File: config.mk
export PLATFORM = sky130hd
export DESIGN_NAME = fir_movavg
export DESIGN_NICKNAME = d
export VERILOG_FILES = /design/src/rtl/fir_movavg.sv
export SDC_FILE = /design/constraint.sdc
export NUM_CORES = 1
export LEC_CHECK = 0
export CORE_ASPECT_RATIO = 0.7
export CORE_UTILIZATION = 30
export DETAILED_ROUTE_END_ITERATION = 12
export GPL_ROUTABILITY_DRIVEN = 0
export GPL_TIMING_DRIVEN = 1
export PLACE_DENSITY = 0.48
export SLEW_MARGIN = 20
export SYNTH_ARGS = -nofsm -noshare
export SYNTH_HDL_FRONTEND = slang
export SYNTH_SLANG_ARGS = --single-unit
File: constraint.sdc
create_clock -name clk -period 11.7 [get_ports clk]
set_clock_uncertainty 0.05 [all_clocks]
set_input_delay 2.34 -clock clk [delete_from_list [all_inputs] [get_ports clk]]
set_output_delay 2.34 -clock clk [all_outputs]
set_load 0.1 [all_outputs]
File: src/rtl/fir_movavg.sv
// fir_movavg: moving-average filter over a power-of-two window of unsigned samples.
// A running sum is kept exact by adding each new sample and subtracting the entry it
// overwrites. The mean is reported as an integer part plus an unrounded binary fraction.
//
// Ports
//   clk        sole clock, rising edge
//   rst        synchronous active-high reset (highest priority)
//   in_valid   in_data carries a new sample this cycle
//   in_data    unsigned sample, DW bits
//   clear      synchronous flush, same effect as rst; drops a coincident sample
//   out_valid  one-cycle pulse: avr_whole/avr_frac/sum_out carry a new result
//   avr_whole  integer part of the window mean
//   avr_frac   fractional part of the mean, units of 2^-FW
//   sum_out    sum of the last DEPTH accepted samples
//   filled     high while a full window has been collected (RUN state)
module fir_movavg #(
  parameter int unsigned DW         = 14,
  parameter int unsigned LOG2_DEPTH = 4,
  parameter int unsigned FW         = 16
) (
  input  logic                       clk,
  input  logic                       rst,
  input  logic                       in_valid,
  input  logic [DW-1:0]              in_data,
  input  logic                       clear,
  output logic                       out_valid,
  output logic [DW-1:0]              avr_whole,
  output logic [FW-1:0]              avr_frac,
  output logic [DW+LOG2_DEPTH-1:0]   sum_out,
  output logic                       filled
);

  localparam int unsigned SW    = DW + LOG2_DEPTH;
  localparam int unsigned DEPTH = 1 << LOG2_DEPTH;
  localparam int unsigned PW    = LOG2_DEPTH;
  localparam int unsigned SHIFT = FW - LOG2_DEPTH;

  typedef enum logic {
    FILL = 1'b0,
    RUN  = 1'b1
  } state_e;

  state_e          state_q;
  logic [PW-1:0]   wr_ptr_q;
  logic [PW-1:0]   cnt_q;
  logic [SW-1:0]   sum_q;
  logic [DW-1:0]   mem_q [DEPTH];

  logic            out_valid_q;
  logic [DW-1:0]   avr_whole_q;
  logic [FW-1:0]   avr_frac_q;
  logic [SW-1:0]   sum_out_q;
  logic            filled_q;

  logic            accept_c;
  logic            last_fill_c;
  logic            out_hit_c;
  logic [DW-1:0]   oldest_c;
  logic [SW-1:0]   sum_d;
  logic [DW-1:0]   avr_whole_d;
  logic [FW-1:0]   avr_frac_d;

  // Datapath for the sample being accepted this cycle.
  always_comb begin
    accept_c    = in_valid & ~clear & ~rst;
    last_fill_c = (state_q == FILL) && (cnt_q == PW'(DEPTH - 1));
    out_hit_c   = accept_c && ((state_q == RUN) || last_fill_c);
    // In FILL the slot being written was never part of the window, so it counts as zero;
    // this is what lets the buffer itself go without a reset.
    oldest_c    = (state_q == RUN) ? mem_q[wr_ptr_q] : '0;
    sum_d       = sum_q + SW'(in_data) - SW'(oldest_c);
    avr_whole_d = sum_d[SW-1:LOG2_DEPTH];
    avr_frac_d  = FW'(sum_d[LOG2_DEPTH-1:0]) << SHIFT;
  end

  // Control state, running sum and registered outputs; rst and clear share one flush path.
  always_ff @(posedge clk) begin
    if (rst || clear) begin
      state_q     <= FILL;
      wr_ptr_q    <= '0;
      cnt_q       <= '0;
      sum_q       <= '0;
      out_valid_q <= 1'b0;
      avr_whole_q <= '0;
      avr_frac_q  <= '0;
      sum_out_q   <= '0;
      filled_q    <= 1'b0;
    end else begin
      out_valid_q <= out_hit_c;
      if (accept_c) begin
        wr_ptr_q <= wr_ptr_q + PW'(1);
        sum_q    <= sum_d;
        case (state_q)
          FILL: begin
            if (last_fill_c) begin
              state_q  <= RUN;
              filled_q <= 1'b1;
              cnt_q    <= '0;
            end else begin
              cnt_q <= cnt_q + PW'(1);
            end
          end
          RUN: begin
            state_q <= RUN;
          end
          default: begin
            state_q <= FILL;
          end
        endcase
      end
      // Data outputs only move when a result is published; they hold otherwise.
      if (out_hit_c) begin
        sum_out_q   <= sum_d;
        avr_whole_q <= avr_whole_d;
        avr_frac_q  <= avr_frac_d;
      end
    end
  end

  // Sample storage; contents are masked by the FILL state, so no reset is needed.
  always_ff @(posedge clk) begin
    if (accept_c) begin
      mem_q[wr_ptr_q] <= in_data;
    end
  end

  assign out_valid = out_valid_q;
  assign avr_whole = avr_whole_q;
  assign avr_frac  = avr_frac_q;
  assign sum_out   = sum_out_q;
  assign filled    = filled_q;

endmodule

# Word level (Yosys, flattened, before mapping)
# Memory sizes are Yosys's and may differ from the RTL's. A register that Yosys moved wholly into a read port is not among the register bits.
# Cells that the tools add are included.
word_totals:
  rom_bits: 0
  ram_bits: 224
  latch_bits: 0
  memories: 1
  wordCells: 34
  register_bits: 65
  output_inout_bits: 50
classes:
  div_mod_pow: 0
  mul: 0
  eq_ne: 1
  n_reduce_logical: 6
  n_addsub: 4
  order_cmp: 0
  shift: 0
  bitwise_logic: 5
  n_mux: 8
memory_table:
  columns: ["name", "words", "width", "rd", "rd_clocked_by_memory_dff", "wr", "line", "source"]
  rows:
  - ["mem_q", 16, 14, 1, 1, 1, "47", "logic [DW-1:0] mem_q [DEPTH];"]
op_table:
  columns: ["cell", "n"]
  rows:
  - ["18-bit by 14-bit adder with 18-bit output", 1]
  - ["18-bit by 14-bit subtractor with 18-bit output", 1]
  - ["14-bit 2-to-1 mux", 1]
  - ["4-bit 2-to-1 mux", 3]
  - ["4-bit by 1-bit adder with 4-bit output (second input constant)", 2]
  - ["4-bit equality test (second input constant)", 1]
  - ["1-bit 2-to-1 mux", 3]
  - ["1-bit NOT", 3]
  - ["3-bit AND reduction", 1]
  - ["1-bit AND", 2]
  - ["1-bit logical AND", 2]
  - ["1-bit logical OR", 2]
  - ["1-bit one-hot mux with 2 select lines", 1]
  - ["2-bit AND reduction", 1]

# Logic depth before layout (Yosys ltp)
# Gate-level depths: netlist (run 1).
logic_depth:
  ltp_word: 5
  depth_mapped: 16
  ltp_nobuf: 14

# Least setup slack after synthesis (run 1)
# OpenSTA, ideal clock, no wires.
synth_timing:
  path_kind: "input port to flip-flop"
  from: "input in_data[2]"
  to: "register sum_q[16]"
  path_slack_ns: 7.099
  path_buffers: 0
  path_stages: 10
  arrival_ns: 4.456
  path_cell_list: "inv_1 -> fa_1 -> inv_1 -> ha_1 -> nor2b_1 -> o31a_1 -> o21ai_1 -> o21ai_1 -> or3_1 -> o311ai_1"
synth_between:
  elab_chain_cells: 2
synth_rtl:
  columns: ["item", "line", "source"]
  rows:
  - ["start: declaration", "24", "input logic [DW-1:0] in_data,"]
  - ["18-bit by 14-bit adder with 18-bit output", "71", "sum_d = sum_q + SW'(in_data) - SW'(oldest_c);"]
  - ["18-bit by 14-bit subtractor with 18-bit output", "71", null]
  - ["end signal: assignment", "92", "sum_q <= sum_d;"]
  - ["end: declaration", "46", "logic [SW-1:0] sum_q;"]
# No other way between the ends.
# A chain may end at the register's enable or synchronous reset.

# Worst setup path after layout (run 1)
layout_timing:
  from: "input in_data[1]"
  to: "register avr_whole_q[7], in the netlist avr_whole[7]"
layout_between:
  elab_chain_cells: 2
layout_rtl:
  columns: ["item", "line", "source"]
  rows:
  - ["18-bit by 14-bit adder with 18-bit output", "71", null]
  - ["18-bit by 14-bit subtractor with 18-bit output", "71", null]
  - ["end signal: assignment", "114", "avr_whole_q <= avr_whole_d;"]
  - ["end: declaration", "50", "logic [DW-1:0] avr_whole_q;"]
# No other way between the ends.

==> impl_metrics.toml, run 1 <==
[die]
fp.dieH_um = 169
die-area_um2 = 40900
core.rowCount = 60
core-area_um2 = 39000
ios = 68
initial_core_util_pct = 30.8
die_w_um = 241

[power_and_ir_drop]
clockPowerShare_pct = 39.7
peakVddDrop_v = 0.000120
combPwrFrac_pct = 10.2
leakage_nw = 4.59
power_density_nw_per_um2 = 153
p_seq_share_pct = 50.1
switching_share_pct = 23.8
p_int_mw = 1.63
power_switching_mw = 0.509

[routing]
drtPass1Iterations = 5
detail-route-antenna-nets = 0
via_per_inst = 4.77
num_vias = 6551
wl_per_cell_um = 20.0
drt_iter0_drc = 573
wirelength_um = 27500
drc = 0

[min_path]
holdCritPathClass = "flip-flop to flip-flop"
min_to = "sum_q[10]$_SDFFE_PP0P_"
min_from = "sum_q[10]$_SDFFE_PP0P_"
min_path_cells = 2

[final_layout]
area_growth_pct = 16.1
utilization_pct = 35.8
n_antenna_cell = 0
stdcell_area_um2 = 14000
drive_gt1_share_pct = 18.1
num-nets-final = 882
fill_cells = 3700

[status]
outcome = "completed"

[clock_network]
clock_path_buffers = 3
clk_latency_ns = 0.55
cts_made_buffers = 26
clock_sinks = 275
post_cts_buffers = 0
postCtsHoldBufs = 0
clk_pin_slew_worst_paths_ns = 0.06
cts_resized = 0
cts_root_buffer = "clkbuf_16"
h-tree-depth = 1
cts_tree = "done"

[logic_synthesis]
synth-edff-count = 224
yosysWarnings = 0
ys_seq_elements = 275
synth_ff_type = "edfxtp_1"
syn_inst = 774
yosys.area.top_type = "edfxtp_1"
ys_top_cells_by_area = "edfxtp_1 56%, mux4_2 13%, dfxtp_1 8.5%"
postSynth.asyncResetShare_pct = 0
synth_cell_type_count = 51
syn_avg_cell_area_um2 = 15.5
netlist_area_um2 = 12000
yosysSeqAreaShare_pct = 64.5
synth.top_cell.area_share_pct = 56.0

[global_routing]
grt_max_degree = 37
antenna_found_initial = 0
grt_pass1_wl_um = 41700
grt.total_usage_pct = 13.8
grt.overflow.total = 0
grt_pass1_vias = 6488

[worst_setup_path]
start_kind = "input port"
setup.worst_path.end_class = "flip-flop"
crit_type = "input port to flip-flop"
critical_path_peak_fanout = 17
reg2reg_slack_ns = 6.62
r2r_end = "sum_q[13]$_SDFFE_PP0P_"
setup.worst_path.start = "in_data[1]"
ff2ff_path_depth = 13
arrival_ns = 5.80
critical_path_required_ns = 12.08

[placed_design]
hpwl_um = 18200
place_area_um2 = 13100
port_buffers = 55

[timing]
fmax_mhz = 184
slew-limit-headroom_pct = 34.4
rsz0062_at_grt = "false"
finalSetupTns_ns = 0
fin_crit_ns = 5.43
setup_viol = 0
hold_viol = 0
hold_ws_ns = 0.422
min_period_over_period_pct = 46.4
slew_violations = 0
tightest_slew_ns = 0.981

[flow_run]
max_cap_violations = 0
-- cells in the final DEF (no fill, tap or decap), types with 4 or more instances in the layout --
cell type and n:
edfxtp_1 224, mux4_2 70, inv_1 64, clkdlybuf4s50_1 55, dfxtp_1 49, nand2_1 36, nor2_1 31, clkbuf_16 27
a21oi_1 25, nand3_1 23, ha_1 23, buf_4 22, and2_1 15, nor2_2 14, o21ai_0 14, fa_1 14
conb_1 12, o21ai_1 11, xnor2_1 9, nand4_1 8, clkbuf_1 8, mux2i_1 7, a211oi_1 6, xor2_1 6
nor3_1 5, nor3_2 4, o21bai_1 4, o211ai_1 4
-- layout make-up --
class	instances	area, um2	share of cell area [%]
Timing Repair Buffer	77	716	5.13
Inverter	64	240	1.72
Multi-Input combinational cell	383	3740	26.8
Sequential cell	275	7750	55.5
Tap cell	527	659	4.72
Clock buffer	38	747	5.35
Clock inverter	10	104	0.744
-- per-layer routing --
metal	part of all wire (%)	wire, um	global-route usage [%]
met2	43	11800	19.8
met4	1.5	420	2.81
met3	5.1	1420	2.54
met5	0	0	0
met1	50	13800	21.5
-- sequential cells by signal, indices dropped and copies added, names as in the netlist, 4 cells and up, named ones only --
register	flops
avr_whole	14
cnt_q	4
mem_q	224
sum_out	4
sum_q	18
wr_ptr_q	4
-- power by group through the flow --
stage | registers, mW | clock network (mW) | logic, mW
after global placement | 1.09 | 0 | 0.218
after detailed placement | 1.09 | 0 | 0.218
after floorplan | 1.09 | 0 | 0.162
after global routing | 1.07 | 0.911 | 0.243
final | 1.07 | 0.849 | 0.218
after CTS | 1.07 | 0.876 | 0.219
-- stage by stage --
stage	setup slack (ns)	instances	power, mW
finish	6.27	1374	2.14
global route	5.95	1374	2.23
CTS	6.29	1374	2.17
detailed placement	5.72	1326	1.31
global placement	5.69	1326	1.31
floorplan	7.10	785	1.25
-- worst max path at each step --
stage                     slack (ns)                   endpoint  depth (start not counted)
after detailed placement        5.72      sum_q[9]$_SDFFE_PP0P_                         11
final                           6.27  avr_whole[7]$_SDFFE_PP0P_                         11
after floorplan                 7.10     sum_q[16]$_SDFFE_PP0P_                         10
after CTS                       6.29      sum_q[9]$_SDFFE_PP0P_                         11
after global routing            5.95      sum_q[9]$_SDFFE_PP0P_                         11
after global placement          5.69  avr_whole[7]$_SDFFE_PP0P_                         11
-- worst max-delay path: stages --
cell	delay [ns]
clkdlybuf4s50_1	0.80
inv_1	0.14
fa_1	0.61
inv_1	0.05
ha_1	0.31
a211oi_1	0.28
nor2_1	0.18
o21ai_0	0.56
o21ai_1	0.21
xnor2_1	0.24
o21ai_1	0.08
-- cells by family after synthesis --
kind of cell,after synthesis,share of synthesized area [%]
and+or+nand+nor,157,6.28
muxes,78,13.8
other,1,0.0312
adders and majority gates,37,4.73
AOI/OAI and AO/OA,83,4.17
xor gates and xnor gates,16,1.28
buffers and inverters,127,5.25
DFF,275,64.5
-- Yosys cell counts, types with 9 or more instances --
cell      instances
a21oi_1          25
and2_1           15
buf_4            30
clkbuf_1         17
dfxtp_1          51
edfxtp_1        224
fa_1             14
ha_1             23
inv_1            64
mux4_2           70
nand2_1          36
nand3_1          23
nor2_1           44
nor3_1            9
o21ai_0          15
o21ai_1          11
xnor2_1           9
(Power assumes the default switching activity.)
==> run 2: changes to the inputs <==
--- a/config.mk
+++ b/config.mk
@@ -10,7 +10,7 @@
 export DETAILED_ROUTE_END_ITERATION = 12
 export GPL_ROUTABILITY_DRIVEN = 0
 export GPL_TIMING_DRIVEN = 1
-export PLACE_DENSITY = 0.48
+export PLACE_DENSITY = 0.49
 export SLEW_MARGIN = 20
 export SYNTH_ARGS = -nofsm -noshare
 export SYNTH_HDL_FRONTEND = slang
==> constraint.sdc (replaced) <==
create_clock -name clk -period 4.4 [get_ports clk]
set_clock_uncertainty 0.05 [all_clocks]
set_input_delay 0.88 -clock clk [delete_from_list [all_inputs] [get_ports clk]]
set_output_delay 0.88 -clock clk [all_outputs]
set_load 0.1 [all_outputs]
==> impl_metrics.toml, run 2 (synthesis gave the netlist of run 1 again) <==
[status]
outcome = "completed"

[final_layout]
num-nets-final = 942
n_antenna_cell = 0
stdcell_area_um2 = 14500
fill_cells = 3643
utilization_pct = 37.1
regMostFlops = "mem_q"
final_cell_mix = "224 x edfxtp_1, 75 x buf_4, 70 x mux4_2"
regArea_um2 = 7750
multi_input_area_um2 = 3760
largest_reg_flops = 224
area_growth_pct = 20.3
fin_cells = 1428
final_common_cell = "edfxtp_1"
drive_gt1_share_pct = 23.8

[timing]
min_period_over_period_pct = 96.4
fin_crit_ns = 4.24
rsz0062_at_grt = "true"
tightest_slew_ns = 0.973
fmax_mhz = 236
setup_viol = 0
hold_ws_ns = 0.410
hold_viol = 0
slew-limit-headroom_pct = 35.0
slew_violations = 0

[clock_network]
postCtsHoldBufs = 0
clock_path_buffers = 3
clock_sinks = 275
clk_pin_slew_worst_paths_ns = 0.07
cts_tree = "done"
post_cts_buffers = 0
clk_latency_ns = 0.54
cts_root_buffer = "clkbuf_16"
cts_made_buffers = 27
h-tree-depth = 1

[placed_design]
place_area_um2 = 13600
hpwl_um = 19800
dp.cells = 1385
port_buffers = 55

[worst_setup_path]
arrival_ns = 4.66
crit_type = "flip-flop to flip-flop"
slowest_stage = "mux4_2"
start_kind = "flip-flop"
critical_path_peak_fanout = 22
ff2ff_path_depth = 14
critical_path_required_ns = 4.82
reg2reg_slack_ns = 0.16
r2r_end = "sum_q[15]$_SDFFE_PP0P_"
slowest_delay_ns = 0.55
path_cells = "buf_12 > mux4_2 > mux4_2 > and2_1 > fa_1 > inv_1 > ha_1 > buf_4 > nand4_1 > nor2_1 > o211ai_1 > a21oi_2 > mux2_2 > o211ai_1"
setup.worst_path.end_class = "flip-flop"

[min_path]
min_to = "sum_q[11]$_SDFFE_PP0P_"
min_path_cells = 2
min_from = "sum_q[11]$_SDFFE_PP0P_"
holdCritPathClass = "flip-flop to flip-flop"

[die]
die_w_um = 241
core.rowCount = 60
ios = 68
core-area_um2 = 39000
fp.dieH_um = 169
initial_core_util_pct = 30.8
die-area_um2 = 40900

[global_routing]
antenna_found_initial = 0
grt.overflow.total = 0
grt_pass1_wl_um = 43700
grt_pass1_vias = 6761
grt_max_degree = 32
grt.total_usage_pct = 14.5

[power_and_ir_drop]
power_density_nw_per_um2 = 395
peakVddDrop_v = 0.000266
leakage_nw = 4.89

[routing]
drtPass1Iterations = 4
wirelength_um = 28800
wl_per_cell_um = 20.2
drc = 0
drt_iter0_drc = 592
num_vias = 6704
via_per_inst = 4.69
detail-route-antenna-nets = 0

[flow_run]
max_cap_violations = 0
[run 2: how the worst max path moves through the flow]
| stage | to | slack, ns | cells past startpoint |
|---|---|---|---|
| final | sum_q[15]$_SDFFE_PP0P_ | 0.16 | 14 |
| after global routing | sum_q[9]$_SDFFE_PP0P_ | -0.04 | 16 |
| after CTS | avr_whole[10]$_SDFFE_PP0P_ | 0.04 | 13 |
| after detailed placement | avr_whole[10]$_SDFFE_PP0P_ | -0.01 | 13 |
| after global placement | avr_whole[10]$_SDFFE_PP0P_ | -0.06 | 13 |
| after floorplan | sum_q[16]$_SDFFE_PP0P_ | 0.43 | 14 |
[run 2: layout make-up]
cell class / instances / area share (%)
multi-input cells: 383 / 26.0
flip-flops and latches: 275 / 53.6
well taps: 527 / 4.56
inverters: 64 / 1.66
repair buffers: 136 / 8.48
clock buffers: 31 / 4.78
clock inverters: 12 / 0.831
[run 2: metrics by stage]
step           setup slack, ns  power (mW)  setup TNS (ns)
5_1_grt                -0.0351        5.93         -0.0826
4_1_cts                 0.0447        5.76               0
6_report                 0.159        5.71               0
3_5_place_dp           -0.0149        3.56         -0.0149
3_3_place_gp           -0.0644        3.56         -0.0644
2_1_floorplan            0.429        3.33               0
[run 2: timing repair]
item                                    4_1_cts  5_1_grt
hold endpoints to repair                      0        0
endpoints found under the setup margin        1       13
gates resized for setup                       2        8
pin swaps                                     0        0
[run 2: critical path: cells and delay by family, from the launching register on]
kind                       cells  cell delay [ns]
adders and majority gates      2             0.85
DFF                            1             0.38
and+or+nand+nor                3             0.58
AOI/OAI and AO/OA              3             0.45
muxes                          3             1.42
buffers and inverters          3             0.42
[run 2: power by group]
| group | internal [mW] | switching (mW) |
|---|---|---|
| Sequential | 2.83 | 0.0132 |
| Combinational | 0.272 | 0.402 |
| Clock | 1.23 | 0.960 |
| Total | 4.33 | 1.37 |
[run 2: metal layers]
layer  global-route usage [%]  share of wire [%]  up-vias
li1                         -                  -     3099
met1                     23.5                 53     3442
met2                     20.3                 42      136
met3                     2.41                3.8       27
met4                     2.23                1.3        0
met5                        0                  0        -
==> run 3: changes to the inputs <==
--- a/config.mk
+++ b/config.mk
@@ -10,7 +10,7 @@
 export DETAILED_ROUTE_END_ITERATION = 12
 export GPL_ROUTABILITY_DRIVEN = 0
 export GPL_TIMING_DRIVEN = 1
-export PLACE_DENSITY = 0.49
+export PLACE_DENSITY = 0.48
 export SLEW_MARGIN = 20
 export SYNTH_ARGS = -nofsm -noshare
 export SYNTH_HDL_FRONTEND = slang
==> constraint.sdc (replaced) <==
create_clock -name clk -period 4.8 [get_ports clk]
set_clock_uncertainty 0.05 [all_clocks]
set_input_delay 0.96 -clock clk [delete_from_list [all_inputs] [get_ports clk]]
set_output_delay 0.96 -clock clk [all_outputs]
set_load 0.1 [all_outputs]
==> impl_metrics.toml, run 3 (synthesis gave the netlist of run 1 again) <==
[timing]
setup_ws_ns = 0.437
fin_crit_ns = 4.36
min_period_over_period_pct = 90.9
hold_viol = 0
slew_violations = 0
hold_ws_ns = 0.416
setup_viol = 0
slew-limit-headroom_pct = 34.1
finalSetupTns_ns = 0
tightest_slew_ns = 0.985
rsz0062_at_grt = "false"
fmax_mhz = 229

[clock_network]
clock_path_buffers = 3
postCtsHoldBufs = 0
post_cts_buffers = 0
clk_pin_slew_worst_paths_ns = 0.07
clk_latency_ns = 0.56
cts_root_buffer = "clkbuf_16"
clock_sinks = 275
cts_tree = "done"
h-tree-depth = 1
cts_made_buffers = 28
cts_resized = 0

[die]
core-area_um2 = 39000
ios = 68
fp.dieH_um = 169
core.rowCount = 60
initial_core_util_pct = 30.8
die_w_um = 241
die-area_um2 = 40900

[min_path]
holdCritPathClass = "flip-flop to flip-flop"
min_path_cells = 2
min_to = "sum_q[11]$_SDFFE_PP0P_"
min_from = "sum_q[11]$_SDFFE_PP0P_"

[worst_setup_path]
reg2reg_slack_ns = 0.44
critical_path_peak_fanout = 32
setup.worst_path.end_class = "flip-flop"
start_kind = "flip-flop"
r2r_end = "sum_q[15]$_SDFFE_PP0P_"
arrival_ns = 4.79
crit_type = "flip-flop to flip-flop"
critical_path_required_ns = 5.23
ff2ff_path_depth = 13

[final_layout]
drive_gt1_share_pct = 21.5
area_growth_pct = 18.7
stdcell_area_um2 = 14300
final_cell_mix = "224 x edfxtp_1, 70 x mux4_2, 64 x inv_1"
n_antenna_cell = 0
largest_reg_flops = 224
num-nets-final = 912
regMostFlops = "mem_q"
final_common_cell = "edfxtp_1"
utilization_pct = 36.6

[global_routing]
grt.overflow.total = 0
grt.total_usage_pct = 14.6
antenna_found_initial = 0
grt_pass1_vias = 6699
grt_pass1_wl_um = 43900
grt_max_degree = 36

[power_and_ir_drop]
power_density_nw_per_um2 = 373
switching_share_pct = 24.9
peakVddDrop_v = 0.000258
leakage_nw = 4.77
p_int_mw = 4.00
combPwrFrac_pct = 10.7
clockPowerShare_pct = 40.3
p_seq_share_pct = 49.0
power_switching_mw = 1.33

[routing]
wl_per_cell_um = 20.6
via_per_inst = 4.78
drt_iter0_drc = 515
drtPass1Iterations = 4
wirelength_um = 28900
num_vias = 6726
drc = 0
detail-route-antenna-nets = 0

[placed_design]
port_buffers = 55
dp_slack_ns = 0.453
place_area_um2 = 13400
hpwl_um = 19400

[status]
outcome = "completed"

[flow_run]
max_cap_violations = 0
run 3: power groups by stage:
stage | logic (mW) | registers, mW | clock network (mW)
final | 0.570 | 2.61 | 2.15
after global routing | 0.631 | 2.61 | 2.28
after floorplan | 0.395 | 2.66 | 0
after global placement | 0.564 | 2.66 | 0
after CTS | 0.567 | 2.61 | 2.20
after detailed placement | 0.564 | 2.66 | 0
run 3: worst max-delay path by stage:
stage / start / depth (start not counted) / slack (ns) / endpoint
global route: flip-flop / 13 / 0.15 / sum_q[15]$_SDFFE_PP0P_
CTS: flip-flop / 13 / 0.43 / sum_q[15]$_SDFFE_PP0P_
detailed placement: flip-flop / 13 / 0.45 / sum_q[15]$_SDFFE_PP0P_
global placement: flip-flop / 13 / 0.48 / sum_q[15]$_SDFFE_PP0P_
floorplan: flip-flop / 14 / 0.83 / sum_q[16]$_SDFFE_PP0P_
finish: flip-flop / 13 / 0.44 / sum_q[15]$_SDFFE_PP0P_
run 3: per-layer routing:
layer	share of wire (%)	wire, um	GRT usage, %
met1	51	14800	22.8
met4	1.4	398	2.64
met2	42	12200	20.7
met5	0	0	0
met3	5.5	1580	2.86
run 3: cell type report:
| cell class | count | area (um2) |
|---|---|---|
| Clock inverter | 22 | 191 |
| Fill cell | 3678 | 24700 |
| Inverter | 64 | 240 |
| Multi-Input combinational cell | 383 | 3740 |
| Timing Repair Buffer | 105 | 976 |
| Tap cell | 527 | 659 |
| Clock buffer | 30 | 708 |
| Sequential cell | 275 | 7750 |
run 3: worst max-delay path, cell delays in order, from the launching register on:
cell and delay, ns:
dfxtp_4 0.37, buf_12 0.27, mux4_2 0.56, mux4_2 0.50
and2_1 0.19, fa_1 0.47, inv_1 0.04, ha_1 0.39
nand4_1 0.30, nor2_1 0.19, o211ai_1 0.12, a21oi_1 0.32
mux2_2 0.38, o211ai_1 0.09
run 3: per-stage QoR:
stage / std cells / power, mW
CTS: 1406 / 5.37
global route: 1406 / 5.52
global placement: 1354 / 3.22
finish: 1406 / 5.32
floorplan: 785 / 3.05
detailed placement: 1354 / 3.22
